===== src/rtl/row_window.sv =====
// ============================================================================
// row_window : frame-aware 3-row window stage (prev/cur/next) with zero-padded
//              top and bottom edges and a registered valid/ready output.
// Revision   : 1.0
// ============================================================================
`default_nettype none

module row_window #(
  parameter int WIDTH = 8,
  parameter int IDX_W = 6
) (
  input  logic             clk,
  input  logic             reset,
  input  logic             flush,
  input  logic [WIDTH-1:0] in_row,
  input  logic             in_last,
  input  logic             in_valid,
  output logic             in_ready,
  output logic [WIDTH-1:0] out_prev,
  output logic [WIDTH-1:0] out_cur,
  output logic [WIDTH-1:0] out_next,
  output logic             out_first,
  output logic             out_last,
  output logic [IDX_W-1:0] out_row,
  output logic             out_valid,
  input  logic             out_ready
);

  typedef enum logic [1:0] {
    IDLE = 2'd0,
    HOLD = 2'd1,
    TAIL = 2'd2
  } state_t;

  state_t           state;
  logic [WIDTH-1:0] prev_r;
  logic [WIDTH-1:0] cur_r;
  logic [IDX_W-1:0] cnt;

  logic out_free;
  logic accept;

  assign out_free = !out_valid || out_ready;
  assign in_ready = reset && (state != TAIL) && out_free;
  assign accept   = in_valid && in_ready;

  always_ff @(posedge clk) begin
    if (!reset) begin
      state     <= IDLE;
      prev_r    <= '0;
      cur_r     <= '0;
      cnt       <= '0;
      out_prev  <= '0;
      out_cur   <= '0;
      out_next  <= '0;
      out_first <= 1'b0;
      out_last  <= 1'b0;
      out_row   <= '0;
      out_valid <= 1'b0;
    end else if (flush) begin
      state     <= IDLE;
      prev_r    <= '0;
      cur_r     <= '0;
      cnt       <= '0;
      out_valid <= 1'b0;
    end else begin
      // A consumed window retires unless a new one is loaded below.
      if (out_valid && out_ready) begin
        out_valid <= 1'b0;
      end
      case (state)
        IDLE: begin
          if (accept) begin
            if (in_last) begin
              out_prev  <= '0;
              out_cur   <= in_row;
              out_next  <= '0;
              out_first <= 1'b1;
              out_last  <= 1'b1;
              out_row   <= '0;
              out_valid <= 1'b1;
            end else begin
              prev_r <= '0;
              cur_r  <= in_row;
              cnt    <= '0;
              state  <= HOLD;
            end
          end
        end
        HOLD: begin
          if (accept) begin
            out_prev  <= prev_r;
            out_cur   <= cur_r;
            out_next  <= in_row;
            out_first <= (cnt == '0);
            out_last  <= 1'b0;
            out_row   <= cnt;
            out_valid <= 1'b1;
            prev_r    <= cur_r;
            cur_r     <= in_row;
            cnt       <= cnt + IDX_W'(1);
            if (in_last) begin
              state <= TAIL;
            end
          end
        end
        TAIL: begin
          // Bottom edge: the last held row becomes centre with zero below.
          if (out_free) begin
            out_prev  <= prev_r;
            out_cur   <= cur_r;
            out_next  <= '0;
            out_first <= 1'b0;
            out_last  <= 1'b1;
            out_row   <= cnt;
            out_valid <= 1'b1;
            state     <= IDLE;
          end
        end
        default: begin
          state <= IDLE;
        end
      endcase
    end
  end

endmodule

`default_nettype wire


===== config.mk =====
export PLATFORM = sky130hd
export DESIGN_NAME = row_window
export DESIGN_NICKNAME = d
export VERILOG_FILES = /design/src/rtl/row_window.sv
export SDC_FILE = /design/constraint.sdc
export NUM_CORES = 1
export LEC_CHECK = 0
export ABC_AREA = 0
export CAP_MARGIN = 20
export CORE_ASPECT_RATIO = 1.2
export CORE_MARGIN = 5
export CORE_UTILIZATION = 30
export CTS_CLUSTER_SIZE = 16
export DETAILED_ROUTE_END_ITERATION = 16
export PLACE_DENSITY_LB_ADDON = 0.12
export SYNTH_ARGS = -nofsm -noshare
export SYNTH_HDL_FRONTEND = slang
export SYNTH_SLANG_ARGS = --single-unit

===== constraint.sdc =====
create_clock -name clk -period 1.8 [get_ports clk]
set_input_delay 0.45 -clock clk [delete_from_list [all_inputs] [get_ports clk]]
set_output_delay 0.45 -clock clk [all_outputs]
set_load 0.01 [all_outputs]

== Word-level counts from Yosys, hierarchy flattened ==
Index checks and enable logic that the tools add are counted.

* Flip-flop bits (word level): 57
* Bits of input ports: 14
* Output and inout bits: 34
* Logic and storage cells: 85

* Add/sub/neg operators: 1
* Eq/ne operators: 9
* Muxes and demuxes: 48
* Bitwise logic cells: 2
* Reductions and logical operators: 14

{| class="wikitable"
|+ Operator list
! operator !! count
|-
| 8-bit two-way mux || 14
|-
| 8-bit case mux with 3 select lines || 3
|-
| 6-bit two-way mux || 7
|-
| 8-bit case mux with 2 select lines || 2
|-
| 6-bit case mux with 3 select lines || 1
|-
| 2-bit != test, second input constant || 7
|-
| 6-bit case mux with 2 select lines || 1
|-
| 1-bit two-way mux || 11
|-
| 2-bit two-way mux || 5
|-
| 1-bit case mux with 3 select lines || 3
|-
| 6-bit by 1-bit adder with 6-bit output, second input constant || 1
|-
| 6-bit zero test || 1
|-
| 2-bit case mux with 3 select lines || 1
|-
| 6-bit AND reduction || 1
|-
| 5-bit AND reduction || 1
|-
| 1-bit logical AND || 4
|-
| 4-bit AND reduction || 1
|-
| 3-bit nonzero test || 1
|-
| 2-bit by 1-bit equality test with 1-bit output, second input constant || 1
|-
| 2-bit equality test, second input constant || 1
|-
| 2-bit zero test || 1
|-
| 1-bit inverter || 2
|-
| 2-bit nonzero test || 1
|-
| 2-bit OR reduction || 1
|-
| 2 further kinds || 2
|}

== Depth between registers and ports, before layout ==
Gate-level depths: netlist of the first run.

* Depth in word-level cells: 6
* Depth in mapped cells: 9
* Depth with buffers taken out: 6

== Worst setup path before layout of the first run ==
No wires, ideal clock.

* Path type: flip-flop to flip-flop
* Start point: reg state[0]
* End point: reg out_prev[0]
* Setup time: 0.072 ns
* Data arrival time: 1.863 ns
* Data required time: 1.728 ns
* Slack: -0.135 ns
* Cell stages (with the launch flop): 10
* Buffers on the path: 3
* Clock period less this slack: 1.935 ns
* Path through: dfxtp_1 -> inv_1 -> ha_1 -> buf_6 -> nor2b_4 -> a2111oi_4 -> and2_4 -> buf_8 -> buf_12 -> mux2i_1

* Word-level cells in the longest chain between the ends: 6
* Elaborated cells between the ends (all ways): 14
* Those cells by class: eq/ne (7); mux (1); reduce/logical (6)

{| class="wikitable"
|+ Ends and longest elaborated chain
! what !! line !! RTL
|-
| start, declared || 35 || <nowiki>state_t state;</nowiki>
|-
| start signal, assigned || 49 || <nowiki>state <= IDLE;</nowiki>
|-
| start signal, assigned || 61 || <nowiki>state <= IDLE;</nowiki>
|-
| start signal, assigned || 86 || <nowiki>state <= HOLD;</nowiki>
|-
| 2-bit != test || 44 || <nowiki>assign in_ready = reset && (state != TAIL) && out_free;</nowiki>
|-
| 1-bit logical AND (2 in a row) || 44 ||
|-
| 1-bit logical AND || 45 || <nowiki>assign accept = in_valid && in_ready;</nowiki>
|-
| 2-bit != test (no source line) || - ||
|-
| 6-bit AND reduction (no source line) || - ||
|-
| end signal, assigned || 92 || <nowiki>out_prev <= prev_r;</nowiki>
|-
| end signal, assigned || 110 || <nowiki>out_prev <= prev_r;</nowiki>
|-
| end, declared || 19 || <nowiki>output logic [WIDTH-1:0] out_prev,</nowiki>
|}

Several ways; a longest one is shown, not always the timed one.
A chain may end at the register's enable or synchronous reset.

== Worst setup path after layout of the first run ==
* Start point: reg state[0]
* End point: reg out_prev[1]

Same word-level chain as after synthesis.

==> summary.md, run 1 <==
| Metric | Value |
|---|---|
| Status | complete, but fails checks |
| Failing checks | negative setup slack |
| Clock skew | 0.0106 ns |
| Final net count | 382 |
| DP Cell Count | 465 |
| Final Hold Fails | 0 |
| Final setup violation count | 4 |
| Die ar. | 11000 um^2 |
| Worst setup EP type | flip-flop |
| VDD IR max | 296 uV |
| Top area cells in the synthesized netlist | dfxtp_1, mux2i_1, nand3_1 |
| Crit-path cells | inv_2 > ha_2 > nand2b_4 > buf_6 > o31ai_4 > and2_4 > clkbuf_16 > mux2i_1 |
| Maximum root-to-sink buffer count | 2 |
| Pre-antenna DRT Iters | 4 |
| Worst setup margin | -0.0152 ns |
| H-tree levels | 3 |
| Area Overhead vs Synth | 39.7% |
| Remaining antenna violation count after routing | 0 |
| Fin crit period | 1.82 ns |
| Filler Cell Count | 914 |
| Commonest cells after routing, fill and taps aside | dfxtp_1, nand3_1, clkdlybuf4s50_1 |
| DR iter-0 viols | 91 |
| GRT Total Usage | 13.3% |
| Seq cells post-synth | 57 |
| Final HPWL DP | 4.71 mm |
| Row count | 38 |
| Fmax achieved | 0.551 GHz |
| Synth Flop Type | dfxtp_1 |
| Synthesized area per cell | 9.07 um^2 |
| CTS clk-pin slew, worst paths | 0.07 ns |
| Top Family by Delay on Critical Path | simple AND/OR/NAND/NOR gates |
| Leakage dissipation | 1.36 nW |
| Boundary pin count | 48 |
| Slowest cell delay on critical path | 0.33 ns |
| Global-route wire length before repair | 11.5 mm |
| Die height | 114 um |
| Share of layout cells above drive strength 1 | 19.9% |
| # port buffers | 47 |
| Yosys top cell area share | 42.4% |
| Initial core utilization | 30.3% |
| Core Util, Final | 42.3% |
| Most common cell after layout, fill and taps aside | dfxtp_1 |
| Net Count, Synth | 318 |
| Buf/Inv on CP | 3 |
| Final cell count without fillers | 486 |
| MaxCap Viol Count | 0 |
| Data arrival, critical path | 2.08 ns |
| Sink Count | 57 |
| Unrepaired setup endpoints after global routing | true |
| P per Cell Area | 718 nW/um^2 |
| Cell taking the most area after synthesis | dfxtp_1 |
| Final period util | 101% |
| Total number of vias | 2324 |
| Avg WL per Cell | 14.5 um |
| Post-synth EDFFs | 0 |
| Area of the multi-input gates | 1430 um^2 |
| Seq/Total Area, Yosys | 42.4% |
| Cts hold-fix bufs | 0 |
| Mapped cell area | 2690 um^2 |
| Largest net degree at the start of global routing | 35 |
| FF/Latch Area | 1150 um^2 |
| Die Wd | 96.5 um |
| Fin Hold WS | 0.455 ns |
| DRT Wirelength | 7.05 mm |
| Area of placed instances | 3430 um^2 |
| Ys async rst share | 0% |
| Root buf cell | clkbuf_8 |
| Worst Path Max Fanout | 5 |
| ANT cells | 0 |
| Post-synthesis cell type count | 37 |
| Max-slew violation count | 0 |
| Worst-margin pin slew | 0.385 ns |
| Number of global-route vias before repair | 2317 |
| Worst setup SP type | flip-flop |
| Placer Congestion | 0.788 |
| Overflow after GRT | 0 |
| Initial antenna violation count | 0 |
| Slowest-stage cell, CP | dfxtp_2 |
| Worst-skew pair later-pin latency | 0.34 ns |
| Vias/cell | 4.78 |
| Drc violations | 0 |
| Worst endpoint required time | 2.06 ns |
| Core area | 8890 um^2 |
| Post-route cell area | 3760 um^2 |
| Overall power | 2.70 mW |
| Worst hold path type | reg2reg |
| CTS tree | built |
| Kind of critical path | reg2reg |
| CTS buffer count | 9 |
| Yosys warns | 0 |
| Relative max-transition margin | 74.1% |
| Gate Count Post-Synth | 297 |
-- report_power, final --
part	switching (mW)	internal [mW]	total, mW
registers	0.00917	1.27	1.28
logic	0.162	0.145	0.307
clock network	0.539	0.572	1.11
-- through the flow --
| stage | setup WS, ns | setup TNS, ns |
|---|---|---|
| finish | -0.0152 | -0.0551 |
| global route | -0.117 | -2.04 |
| detailed placement | -0.315 | -15.41 |
| CTS | 0.00838 | 0 |
| global placement | -0.308 | -14.80 |
| floorplan | 0.0128 | 0 |
-- what timing repair did --
action / in CTS / in global routing
buffers inserted: 0 / 3
pin swaps: 0 / 5
gates resized for setup: 5 / 24
endpoints found under the setup margin: 1 / 55
cloned: 0 / 2
-- layout make-up --
cell class,instances,area share [%]
sequential,57,30.5
multi-input combinational,207,37.9
tap,120,3.99
inverter,7,0.765
clock buffer,12,4.12
timing repair buffer,79,22.1
clock inverter,4,0.731
-- cells by family after synthesis --
| kind of cell | after synthesis | share of synthesized area, % |
|---|---|---|
| muxes | 28 | 10.5 |
| adders and majority gates | 7 | 3.25 |
| buffers and inverters | 33 | 7.20 |
| and+or+nand+nor | 99 | 18.7 |
| AOI/OAI and AO/OA | 73 | 18.0 |
| DFF | 57 | 42.4 |
-- flip-flops by register name, summed over array words and instances (netlist names) --
register,flops
state,2
out_prev,8
prev_r,8
cur_r,8
out_first,1
out_valid,1
out_row,6
cnt,6
out_cur,8
out_next,8
out_last,1
-- synth_stat cells (all sizes together), types with 2 or more instances --
library cell	number
dfxtp	57
nand3	53
mux2i	27
a21oi	26
nand2	24
o21ai	24
clkbuf	15
buf	11
o211a	10
ha	7
inv	7
o31ai	6
nor2	4
or4	4
nand2b	3
nand4	3
nor2b	3
a31oi	2
-- layer usage --
layer | GRT usage [%] | part of all wire [%]
met5 | 0 | 0
met4 | 4.77 | 1.4
met3 | 3.23 | 3.6
met2 | 19.4 | 47
met1 | 18.8 | 48
-- worst reg2reg max path, delay by kind of cell (launching register included) --
kind                     cells  cell delay, ns
buffers and inverters        3            0.35
flip-flops                   1            0.33
multiplexers                 1            0.17
AO/OA/AOI/OAI                1            0.24
AND/OR/NAND/NOR              2            0.45
adder cells (fa/ha/maj)      1            0.20
-- path summary, 6_finish.rpt --
kind	from	endpoint	slack, ns	cells after the start
worst max-delay path	state[0]	out_prev[1]	-0.02	8
worst max register to register	state[0]	out_prev[1]	-0.02	8
worst min register to register	out_next[7]	out_next[7]	0.45	2
worst min-delay path	out_next[7]	out_next[7]	0.45	2
Power figures use the tool's default switching activity.
==> inputs of run 2 (changes only) <==
ABC_CLOCK_PERIOD_IN_PS = 1800   (was unset)
SKIP_CTS_REPAIR_TIMING = 1   (was unset)
==> run 2 against run 1 <==
  * The flow still finishes with violations (negative setup slack)
  * Design area is the same
  * Clock-buffer cell count unchanged
  * Clock power about the same
  * Largest power group unchanged
  * Highest routed layer unchanged
==> summary.md, run 2 (synthesized netlist as in run 1, its figures left out) <==
| Metric | Value |
|---|---|
| Most common cell after layout, fill and taps aside | dfxtp_1 |
| Post-route cell area | 3760 um^2 (unchanged) |
| Share of layout cells above drive strength 1 | 19.7% (-0.27 points) |
| Crit-path cells | inv_2 > ha_2 > nand2b_4 > buf_6 > o31ai_4 > and2_4 > clkbuf_16 > mux2i_1 |
| # port buffers | 47 (unchanged) |
| GRT Total Usage | 13.2% (-0.014 points) |
| Initial core utilization | 30.3% (unchanged) |
| Area Overhead vs Synth | 39.7% (unchanged) |
| Number of global-route vias before repair | 2316 (-0.043%) |
| Core Util, Final | 42.3% (unchanged) |
| Data arrival, critical path | 2.08 ns (about the same) |
| Unrepaired setup endpoints after global routing | true |
| Core area | 8890 um^2 (unchanged) |
| Status | complete, but fails checks |
| Root buf cell | clkbuf_8 |
| Drc violations | 0 (unchanged) |
| Pre-antenna DRT Iters | 4 (unchanged) |
| Worst-skew pair later-pin latency | 0.34 ns (about the same) |
| MaxCap Viol Count | 0 (unchanged) |
| RR Endpoint | out_prev[1] |
| Area of placed instances | 3430 um^2 (unchanged) |
| VDD IR max | 296 uV (-0.11%) |
| Row count | 38 (unchanged) |
| Failing checks | negative setup slack |
| Vias/cell | 4.80 (+0.34%) |
| Maximum root-to-sink buffer count | 2 (unchanged) |
| ANT cells | 0 (unchanged) |
| Hold path depth | 2 (unchanged) |
| Die ar. | 11000 um^2 (unchanged) |
| Max-slew violation count | 0 (unchanged) |
| Setup TNS | -0.0586 ns (-0.00347 ns) |
| Worst r2r src | state[0] |
| Filler Cell Count | 912 (-0.22%) |
| Slowest-stage cell, CP | dfxtp_2 |
| Sink Count | 57 (unchanged) |
| CTS buffer count | 9 (unchanged) |
| Worst setup margin | -0.0151 ns (+0.00000660 ns) |
| Die Wd | 96.5 um (unchanged) |
| Avg WL per Cell | 14.5 um (about the same) |
| DRT Wirelength | 7.06 mm (about the same) |
| Reg-to-reg slack, setup | -0.02 ns (about the same) |
| Worst setup SP type | flip-flop |
| Buf/Inv on CP | 3 (unchanged) |
| Fmax achieved | 0.551 GHz (about the same) |
| Leakage dissipation | 1.36 nW (about the same) |
| Relative max-transition margin | 73.2% (-0.91 points) |
| Slowest cell delay on critical path | 0.33 ns (about the same) |
| DR iter-0 viols | 85 (-6.6%) |
| Initial antenna violation count | 0 (unchanged) |
| Fin crit period | 1.82 ns (-0.00000660 ns) |
| Worst-margin pin slew | 0.398 ns (+0.0136 ns) |
| Boundary pin count | 48 (unchanged) |
| Top Family by Delay on Critical Path | simple AND/OR/NAND/NOR gates |
| Hold path startpoint | out_next[7] |
| Worst setup EP type | flip-flop |
| Post-place setup slack | -0.315 ns (unchanged) |
| Placer Congestion | 0.788 (unchanged) |
| P per Cell Area | 717 nW/um^2 (about the same) |
| Total number of vias | 2332 (+0.34%) |
| Final HPWL DP | 4.71 mm (unchanged) |
| Worst hold path type | reg2reg |
| Overflow after GRT | 0 (unchanged) |
| H-tree levels | 3 (unchanged) |
| Die height | 114 um (unchanged) |
| Overall power | 2.70 mW (about the same) |
| Commonest cells after routing, fill and taps aside | dfxtp_1, nand3_1, clkdlybuf4s50_1 |
| Final Hold Fails | 0 (unchanged) |
| Largest net degree at the start of global routing | 35 (unchanged) |
| CTS clk-pin slew, worst paths | 0.07 ns (about the same) |
| Worst endpoint required time | 2.06 ns (about the same) |
| Global-route wire length before repair | 11.5 mm (-0.12%) |
| Remaining antenna violation count after routing | 0 (unchanged) |
| Final period util | 101% (about the same) |
| Clock skew | 0.0104 ns (-0.000267 ns) |
| Final net count | 382 (unchanged) |
| Worst Hold Path EP | out_next[7] |
| CTS tree | built |
| Kind of critical path | reg2reg |
| R2R depth | 8 (unchanged) |
| Worst Path Max Fanout | 5 (unchanged) |
| Final setup violation count | 5 (+1) |
## run 2: how the worst max path moves through the flow
stage	startpoint	to	slack (ns)	cells past startpoint
after floorplan	state[1]	out_prev[0]	0.01	9
after global placement	out_ready	in_ready	-0.31	4
after detailed placement	out_ready	out_next[4]	-0.31	6
after CTS	state[0]	in_ready	-0.39	5
after global routing	state[1]	out_row[2]	-0.12	7
final	state[0]	out_prev[1]	-0.02	8
## run 2: worst reg2reg max path, stage by stage (launching register included)
cell       delay [ns]
dfxtp_2          0.33
inv_2            0.05
ha_2             0.20
nand2b_4         0.15
buf_6            0.12
o31ai_4          0.24
and2_4           0.30
clkbuf_16        0.18
mux2i_1          0.17
## run 2: stage by stage
stage | hold slack [ns] | instances
2_1_floorplan | 0.446 | 297
3_3_place_gp | 0.445 | 465
3_5_place_dp | 0.443 | 465
4_1_cts | 0.454 | 481
5_1_grt | 0.474 | 486
6_report | 0.455 | 486
## run 2: layout make-up
type	count	area, um^2	share of cell area, %
repair buffers	79	836	22.2
inverters	7	28.8	0.765
well taps	120	150	3.99
flip-flops and latches	57	1150	30.5
multi-input cells	207	1420	37.7
clock buffers	12	155	4.12
clock inverters	4	27.5	0.731
## run 2: routing by layer
layer  GRT usage [%]  part of all wire [%]  vias to the layer above
li1                -                     -                     1196
met1            18.8                    48                     1085
met2            19.4                    47                       41
met3            3.23                   3.4                       10
met4            4.77                   1.4                        0
met5               0                     0                        -
## run 2: report_power, final
part	switching, mW	internal, mW
clock	0.535	0.572
combinational	0.162	0.146
sequential	0.00915	1.27
total	0.707	1.99
==> patch: new RTL, config.mk and constraints of run 1 <==
The parameter `IDX_W` goes from 6 to 7.
--- a/src/rtl/row_window.sv
+++ b/src/rtl/row_window.sv
@@ -7,7 +7,7 @@
 
 module row_window #(
   parameter int WIDTH = 8,
-  parameter int IDX_W = 6
+  parameter int IDX_W = 7
 ) (
   input  logic             clk,
   input  logic             reset,
Interface: changed (resized out_row); port bits go from 48 to 49. The function was not compared with the original's and may differ.
==> patch against run 1 <==
  * Non-clock buffer count increased by 6
  * Sequential cell count increased by 2
  * Cell count increased by 3.5%
  * Power increased by 3.8%
  * Synthesized area increased by 1.9%
  * Routed wire length increased by 9.6%
  * Critical endpoint is now cnt[4]
  * Worst setup slack improved by 0.075 ns
  * Final area increased by 2.5%
  * Global-route usage increased by 0.85 points
  * Highest routed layer unchanged
  * Core utilization increased by 0.58 points
==> patch: results (changes against run 1) <==
metric	value	unit	change
Syn Inst Count	309		+4.0%
Min-Delay Path Class	flip-flop to flip-flop		
slowest stage delay, CP	0.52	ns	+0.19 ns
Longest Clk Path Bufs	2		unchanged
Clock Skew	0.0148	ns	+0.00416 ns
CTS buffer count	9		unchanged
Filler Cell Count	907		-0.77%
clk_lat worst skew	0.35	ns	
First-pass DRT Iterations	4		unchanged
CP Max Fanout	6		+1
CP max-delay cell	or4_1		
detailed placer's ending HPWL	5.01	mm	+6.4%
largest net degree at the start of global routing	35		unchanged
via count	2522		+8.5%
Clock Pin Slew Worst Setup and Hold Paths	0.08	ns	
top cells by area, synth	dfxtp_1 (43%), mux2i_1 (9.8%), nand3_1 (9.5%)		
share of layout cells above drive strength 1	20.1	%	+0.16 points
status	finished, final reports clean		
Vias/cell	5.01		+4.9%
slew at the pin closest to its max-slew limit	0.358	ns	-0.0266 ns
YS warnings	0		unchanged
pre-CTS setup slack	-0.428	ns	-0.113 ns
final wirelength	7.73	mm	+9.6%
Synthesized Nets	330		+3.8%
Pleak	1.39	nW	+2.3%
top cells by count, synth	dfxtp_1 (59), nand3_1 (52), nand2_1 (28), a21oi_1 (27), mux2i_1 (27)		
Synth cell types	39		+5.4%
initial antenna violation count	0		unchanged
starting DRC count in detailed routing	103		+13%
Diodes inserted	0		unchanged
Final nets	400		+4.7%
Post-synth ARST share	0	%	unchanged
first-pass GRT wire length	12.6	mm	+9.2%
all-layer global routing usage	14.1	%	+0.85 points
placed insts	483		+3.9%
Arr. time, crit path	2.02	ns	-0.06 ns
IO buf count	48		+2.1%
VDD IR max	293	uV	-0.96%
register area share after synthesis	43.0	%	+0.67 points
GPL Wtd Cong	0.799		+1.4%
[patch: per-layer routing]
| metal | share of wire [%] | wire (um) | GRT usage (%) |
|---|---|---|---|
| met5 | 0 | 0 | 0 |
| met4 | 2.7 | 210 | 7.39 |
| met3 | 3.7 | 283 | 2.85 |
| met2 | 46 | 3530 | 22.1 |
| met1 | 48 | 3710 | 18.5 |
[patch: final timing paths]
check	to	from	slack [ns]	depth (start not counted)
worst max-delay path	cnt[4]	state[0]	0.06	8
worst min register to register	out_next[5]	out_next[5]	0.45	2
worst max register to register	cnt[4]	state[0]	0.06	8
worst min-delay path	out_next[5]	out_next[5]	0.45	2
[patch: timing repair]
item	CTS	global route
pin swaps	2	5
resized for setup	17	17
setup endpoints to repair	28	49
buffers inserted	5	1
gates cloned	2	0
endpoints found under the hold margin	0	0
[patch: cell families after synthesis]
group | synth area share [%]
simple gates | 19.5
compound gates | 17.7
flops | 43.0
buf+inv | 6.29
mux | 10.3
fa+ha+maj | 3.19
[patch: final cells by class]
type | count | area share (%)
clock buffer | 10 | 3.31
clock inverter | 5 | 1.43
inverter | 8 | 0.844
multi-input combinational | 216 | 38.4
sequential | 59 | 30.8
tap | 120 | 3.89
timing repair buffer | 85 | 21.3
[patch: through the flow]
step | utilization, % | hold slack [ns] | TNS, ns | area (sq um)
final | 42.9 | 0.451 | 0 | 3860
after global routing | 42.9 | 0.479 | -0.00925 | 3860
after CTS | 42.7 | 0.455 | -0.268 | 3830
after detailed placement | 39.3 | 0.445 | -21.34 | 3530
after global placement | 39.3 | 0.445 | -20.48 | 3530
after floorplan | - | 0.446 | 0 | 2770
[patch: worst max-delay path, delay by kind of cell, from the launching register on]
| kind | cells | cell delay (ns) |
|---|---|---|
| flip-flops | 1 | 0.34 |
| adder cells (fa/ha/maj) | 1 | 0.17 |
| buffers and inverters | 3 | 0.27 |
| AO/OA/AOI/OAI | 1 | 0.15 |
| AND/OR/NAND/NOR | 3 | 0.76 |
[patch: power by group]
part	switching [W]	leakage [nW]	internal [W]
registers	0.00000888	0.477	0.00132
clock network	0.000537	0.0881	0.000626
logic	0.000171	0.827	0.000143
